$ cat config.mk
export PLATFORM = sky130hd
export DESIGN_NAME = channelizer_cfg_sequencer
export DESIGN_NICKNAME = d
export VERILOG_FILES = /design/src/rtl/channelizer_cfg_sequencer.sv
export SDC_FILE = /design/constraint.sdc
export NUM_CORES = 1
export LEC_CHECK = 0
export BUFFER_PORTS_ARGS = -buffer_cell sky130_fd_sc_hd__buf_2
export CAP_MARGIN = 25
export CORE_MARGIN = 2
export CORE_UTILIZATION = 48
export DETAILED_ROUTE_END_ITERATION = 10
export PLACE_DENSITY = 0.83
export REMOVE_ABC_BUFFERS = 1
export SKIP_CTS_REPAIR_TIMING = 1
export SYNTH_ARGS = -nofsm -noshare
export SYNTH_HDL_FRONTEND = slang
export SYNTH_SLANG_ARGS = --single-unit
$ cat constraint.sdc
create_clock -name ce_clk -period 2.3 [get_ports ce_clk]
set_input_delay 0.345 -clock ce_clk [delete_from_list [all_inputs] [get_ports ce_clk]]
set_output_delay 0.345 -clock ce_clk [all_outputs]
set_load 0.01 [all_outputs]
$ cat src/rtl/channelizer_cfg_sequencer.sv
// Sequences FFT/averaging configuration changes and coefficient reloads for a channelizer:
// stops input, waits for the output to drain, applies the shadowed config, then streams coefficients.
module channelizer_cfg_sequencer #(
  parameter int          DRAIN_CYCLES  = 64,
  parameter int          MAX_COEFS     = 65536,
  parameter logic [11:0] FFT_SIZE_INIT = 12'd64,
  parameter logic [8:0]  AVG_LEN_INIT  = 9'd1
) (
  input  logic        ce_clk,
  input  logic        ce_rst,
  input  logic [11:0] wr_fft_size,
  input  logic        wr_fft_stb,
  input  logic [8:0]  wr_avg_len,
  input  logic        wr_avg_stb,
  input  logic        s_axis_tvalid,
  output logic        s_axis_tready,
  output logic        ch_tvalid,
  input  logic        ch_tready,
  input  logic        out_tvalid,
  input  logic        out_tready,
  input  logic        out_tlast,
  input  logic [31:0] coef_tdata,
  input  logic        coef_tlast,
  input  logic        coef_tvalid,
  output logic        coef_tready,
  output logic [31:0] reload_tdata,
  output logic        reload_tlast,
  output logic        reload_tvalid,
  input  logic        reload_tready,
  output logic [11:0] fft_size,
  output logic [8:0]  avg_len,
  output logic        busy,
  output logic        reload_err,
  output logic [1:0]  dbg_state
);

  // Handshakes: a beat transfers on a rising ce_clk edge where valid and ready are both high;
  // valid never depends on ready, and ready may depend on valid only through pure pass-through.

  typedef enum logic [1:0] {
    ST_RUN    = 2'd0,
    ST_DRAIN  = 2'd1,
    ST_APPLY  = 2'd2,
    ST_RELOAD = 2'd3
  } state_t;

  localparam int              IDLE_W    = (DRAIN_CYCLES > 1) ? $clog2(DRAIN_CYCLES) : 1;
  localparam logic [IDLE_W-1:0] IDLE_LAST = IDLE_W'(DRAIN_CYCLES - 1);
  localparam logic [16:0]     BEAT_LAST = 17'(MAX_COEFS - 1);

  state_t            state_q, state_d;
  logic [11:0]       fft_shadow_q;
  logic [8:0]        avg_shadow_q;
  logic              pend_cfg_q;
  logic [IDLE_W-1:0] idle_cnt_q;
  logic [16:0]       beat_cnt_q;

  logic pass, in_reload, any_stb, rl_hs, drain_done;
  logic unused_monitor;

  // The monitor's ready/last never influence sequencing.
  assign unused_monitor = &{1'b0, out_tready, out_tlast};

  assign pass       = (state_q == ST_RUN);
  assign in_reload  = (state_q == ST_RELOAD);
  assign any_stb    = wr_fft_stb | wr_avg_stb;
  assign drain_done = !out_tvalid && (idle_cnt_q == IDLE_LAST);

  assign ch_tvalid     = s_axis_tvalid & pass;
  assign s_axis_tready = ch_tready & pass;

  assign reload_tdata  = in_reload ? coef_tdata : 32'd0;
  assign reload_tvalid = in_reload & coef_tvalid;
  assign reload_tlast  = in_reload & (coef_tlast | (beat_cnt_q == BEAT_LAST));
  assign coef_tready   = in_reload & reload_tready;
  assign rl_hs         = reload_tvalid & reload_tready;

  assign busy      = !pass;
  assign dbg_state = state_q;

  always_ff @(posedge ce_clk or posedge ce_rst) begin
    if (ce_rst) state_q <= ST_RUN;
    else        state_q <= state_d;
  end

  always_comb begin
    state_d = state_q;
    unique case (state_q)
      // A strobe this cycle leaves RUN immediately so no beat is accepted next cycle.
      ST_RUN:    if (pend_cfg_q || any_stb || coef_tvalid) state_d = ST_DRAIN;
      ST_DRAIN:  if (drain_done) state_d = ST_APPLY;
      ST_APPLY:  state_d = coef_tvalid ? ST_RELOAD : ST_RUN;
      ST_RELOAD: if (rl_hs && reload_tlast) state_d = ST_RUN;
      default:   state_d = ST_RUN;
    endcase
  end

  always_ff @(posedge ce_clk or posedge ce_rst) begin
    if (ce_rst) begin
      fft_shadow_q <= FFT_SIZE_INIT;
      avg_shadow_q <= AVG_LEN_INIT;
      fft_size     <= FFT_SIZE_INIT;
      avg_len      <= AVG_LEN_INIT;
      pend_cfg_q   <= 1'b0;
      idle_cnt_q   <= '0;
      beat_cnt_q   <= '0;
      reload_err   <= 1'b0;
    end else begin
      if (wr_fft_stb) fft_shadow_q <= wr_fft_size;
      if (wr_avg_stb) avg_shadow_q <= wr_avg_len;

      // A strobe landing in APPLY keeps the request pending for another pass.
      if (any_stb)                 pend_cfg_q <= 1'b1;
      else if (state_q == ST_APPLY) pend_cfg_q <= 1'b0;

      if (state_q == ST_APPLY) begin
        fft_size <= fft_shadow_q;
        avg_len  <= avg_shadow_q;
      end

      if (state_q == ST_DRAIN && !out_tvalid && !drain_done) idle_cnt_q <= idle_cnt_q + 1'b1;
      else                                                   idle_cnt_q <= '0;

      if (!in_reload)    beat_cnt_q <= '0;
      else if (rl_hs)    beat_cnt_q <= reload_tlast ? 17'd0 : beat_cnt_q + 17'd1;

      // Forced end of a reload without source tlast means the source overran MAX_COEFS.
      if (rl_hs && reload_tlast && !coef_tlast) reload_err <= 1'b1;
    end
  end

endmodule

==> impl_metrics.ini <==
[global_route]
grt_pass1_vias = 2554
antenna_found_initial = 0
grt.overflow.total = 0
track_usage_pct = 19.39
grt_pass1_wl_mm = 11.25
grt_max_degree = 42

[worst_hold_path]
hold_path_class = in2async

[setup_path]
startpoint_type = flop
crit_chain = and4_4 > nand4_2 > nor3_2 > ha_2 > nor2_2 > nor2_1 > buf_2
crit_arrival_ns = 1.89
max_stage_delay_ns = 0.42
path_class = reg2out
slowest_stage = dfrtp_2
end_kind = output pin
rrSetupSlack_ns = 0.10
path_max_fanout = 7
crit_required_ns = 1.96

[cells_and_area]
syn_to_final_growth_pct = 30.62
antennaDiodeCount = 0
multiInputGateArea_um2 = 1396
finish.utilization_pct = 65.36
fin_area_um2 = 4174
layout-drive-gt1-share_pct = 51.70
final_cell_mix = buf_2 (124), dfrtp_1 (64), mux2_2 (42), and3_1 (33), nor2_1 (21)
instances_no_fill = 489
final_common_cell = buf_2
seqCellArea_um2 = 1733
fillCellCount = 489
nets = 475

[sta]
rsz0062_at_grt = yes
min_period_ns = 2.231
finalMaxSlewViolations = 0
finClkSkew_ns = 0.005875
timing.fmax_mhz = 448.3
timing.final.crit_share_pct = 96.99
fin_tns_setup_ns = 0
hold_slack_ns = 0.04227
worst_slew_pin_slew_ns = 0.5093
setup_violations = 0
finalWorstSetupSlack_ns = 0.06925
hold_viol_final = 0
relSlewSlack_pct = 66.05

[clock_network]
clkTransAtPathRegs_ns = 0.08
clk_path_buf_depth = 2
cts_tree = done
root_buffer = clkbuf_8
insertion_delay_ns = 0.35
clock_sinks = 69
htree_levels = 3
numCtsBuffers = 9

[die]
initial_utilization_pct = 50.04
coreArea_um2 = 6386
die_height_um = 85.60
chipWidth_um = 85.60
io_pins = 127
dieArea_um2 = 7327
rows = 29

[synth]
syn-cell-area_um2 = 3196
ys_types = 42
async_flop_share_pct = 100.0
ys_seq_area_share_pct = 54.19
synthCells = 278
avgSynthCellArea_um2 = 11.49
synth-seq-cells = 69
ys.warnings.count = 0
synth_enable_flop_cells = 0
ys.flop_type = dfrtp_1

[power]
p_leak_nw = 2.186
p_per_area_nw_per_um2 = 667.9
switching_power_mw = 0.7014
switching_share_pct = 25.16
power_frac_clock_pct = 35.7
p_seq_share_pct = 50.8
ir_drop_mv = 0.6221
p_int_mw = 2.086
power_mw = 2.788
p_comb_share_pct = 13.5

[place]
port_buffers = 124
dp_hpwl_mm = 5.013
preCtsSetupSlack_ns = 0.003509
gp_congestion = 0.8239
placed_cell_area_um2 = 3902
dp.cells = 470

[detailed_routing]
finalWirelength_mm = 6.975
dr.first_iter.drc_count = 83
num_vias = 2587
ant_nets = 0
detail_route.wl_per_cell_um = 14.26
viasPerCell = 5.290
drc = 0
first_pass_iters = 4

[flow_run]
max_cap_violations = 0

[run_status]
status = finished, final reports clean
-- cell type report --
cell class	instances	area share (%)
inverter	8	0.7194
clock inverter	5	1.469
tap	77	2.308
clock buffer	11	3.387
multi-input combinational	185	33.45
timing repair buffer	134	17.15
sequential	69	41.52
-- power by group through the flow --
stage,Sequential [mW],Combinational (mW),Clock (mW)
finish,1.42,0.377,0.995
global route,1.44,0.416,1.07
detailed placement,1.44,0.382,0
CTS,1.42,0.384,1.01
global placement,1.43,0.367,0
floorplan,1.47,0.151,0
-- cells in the mapped netlist, types with 2 or more instances --
| library cell | count | area [um2] |
|---|---|---|
| inv_1 | 8 | 30.03 |
| ha_1 | 3 | 37.54 |
| or2_2 | 2 | 12.51 |
| a211o_1 | 2 | 17.52 |
| dfrtp_1 | 65 | 1627 |
| or4b_1 | 2 | 20.02 |
| xor2_1 | 3 | 26.28 |
| xnor2_1 | 4 | 35.03 |
| nand3_1 | 6 | 30.03 |
| dfstp_2 | 4 | 105.1 |
| o21ai_0 | 9 | 45.04 |
| a21oi_1 | 10 | 50.05 |
| or3_1 | 6 | 37.54 |
| o31ai_1 | 2 | 15.01 |
| nand2_1 | 10 | 37.54 |
| buf_2 | 2 | 10.01 |
| nand3_2 | 2 | 20.02 |
| nor3_1 | 2 | 10.01 |
| nand3b_1 | 4 | 30.03 |
| mux2_2 | 42 | 473.0 |
| and3_1 | 33 | 206.5 |
| o211ai_1 | 3 | 22.52 |
| nor2_1 | 22 | 82.58 |
| clkbuf_1 | 14 | 52.55 |
-- logic make-up (layout without fill, tap and decap cells) --
kind of cell               count (synthesis)  after routing  share of synthesized area (%)
adders and majority gates                  3              3                          1.175
xor gates and xnor gates                   7              7                          1.919
buffers and inverters                     24            158                          2.897
muxes                                     43             43                          15.11
and+or+nand+nor                           97             97                          17.42
AOI/OAI and AO/OA                         35             35                          7.283
DFF                                       69             69                          54.19
-- sequential cells by signal (all words and copies together), names as in the netlist --
signal,cells
fft_shadow_q,12
pend_cfg_q,1
reload_err,1
avg_len,9
dbg_state,2
beat_cnt_q,17
idle_cnt_q,6
avg_shadow_q,9
fft_size,12
-- routing by layer --
metal,vias up,part of all wire [%],GRT usage [%],wire (um)
met4,0,1.6,6.494,110
met3,13,8.6,6.930,600
li1,1243,-,-,-
met1,1238,41,22.75,2843
met5,-,0,0,0
met2,93,49,33.17,3420
-- worst max-delay path: cells and delay by family, from the launching register on --
| family | cells | cell delay (ns) |
|---|---|---|
| buf+inv | 1 | 0.14 |
| simple gates | 5 | 0.76 |
| flops | 1 | 0.42 |
| fa+ha+maj | 1 | 0.23 |
-- worst paths after layout --
path,from,end,cells past startpoint
setup reg to reg,beat_cnt_q[0],beat_cnt_q[7],9
hold / removal,ce_rst,avg_shadow_q[2],3
hold reg to reg,idle_cnt_q[0],idle_cnt_q[0],1
setup / recovery,beat_cnt_q[7],reload_tlast,7
min in group ce_clk,wr_avg_len[8],avg_shadow_q[8],2
max in group asynchronous,ce_rst,beat_cnt_q[7],3
Power figures use the tool's default switching activity.
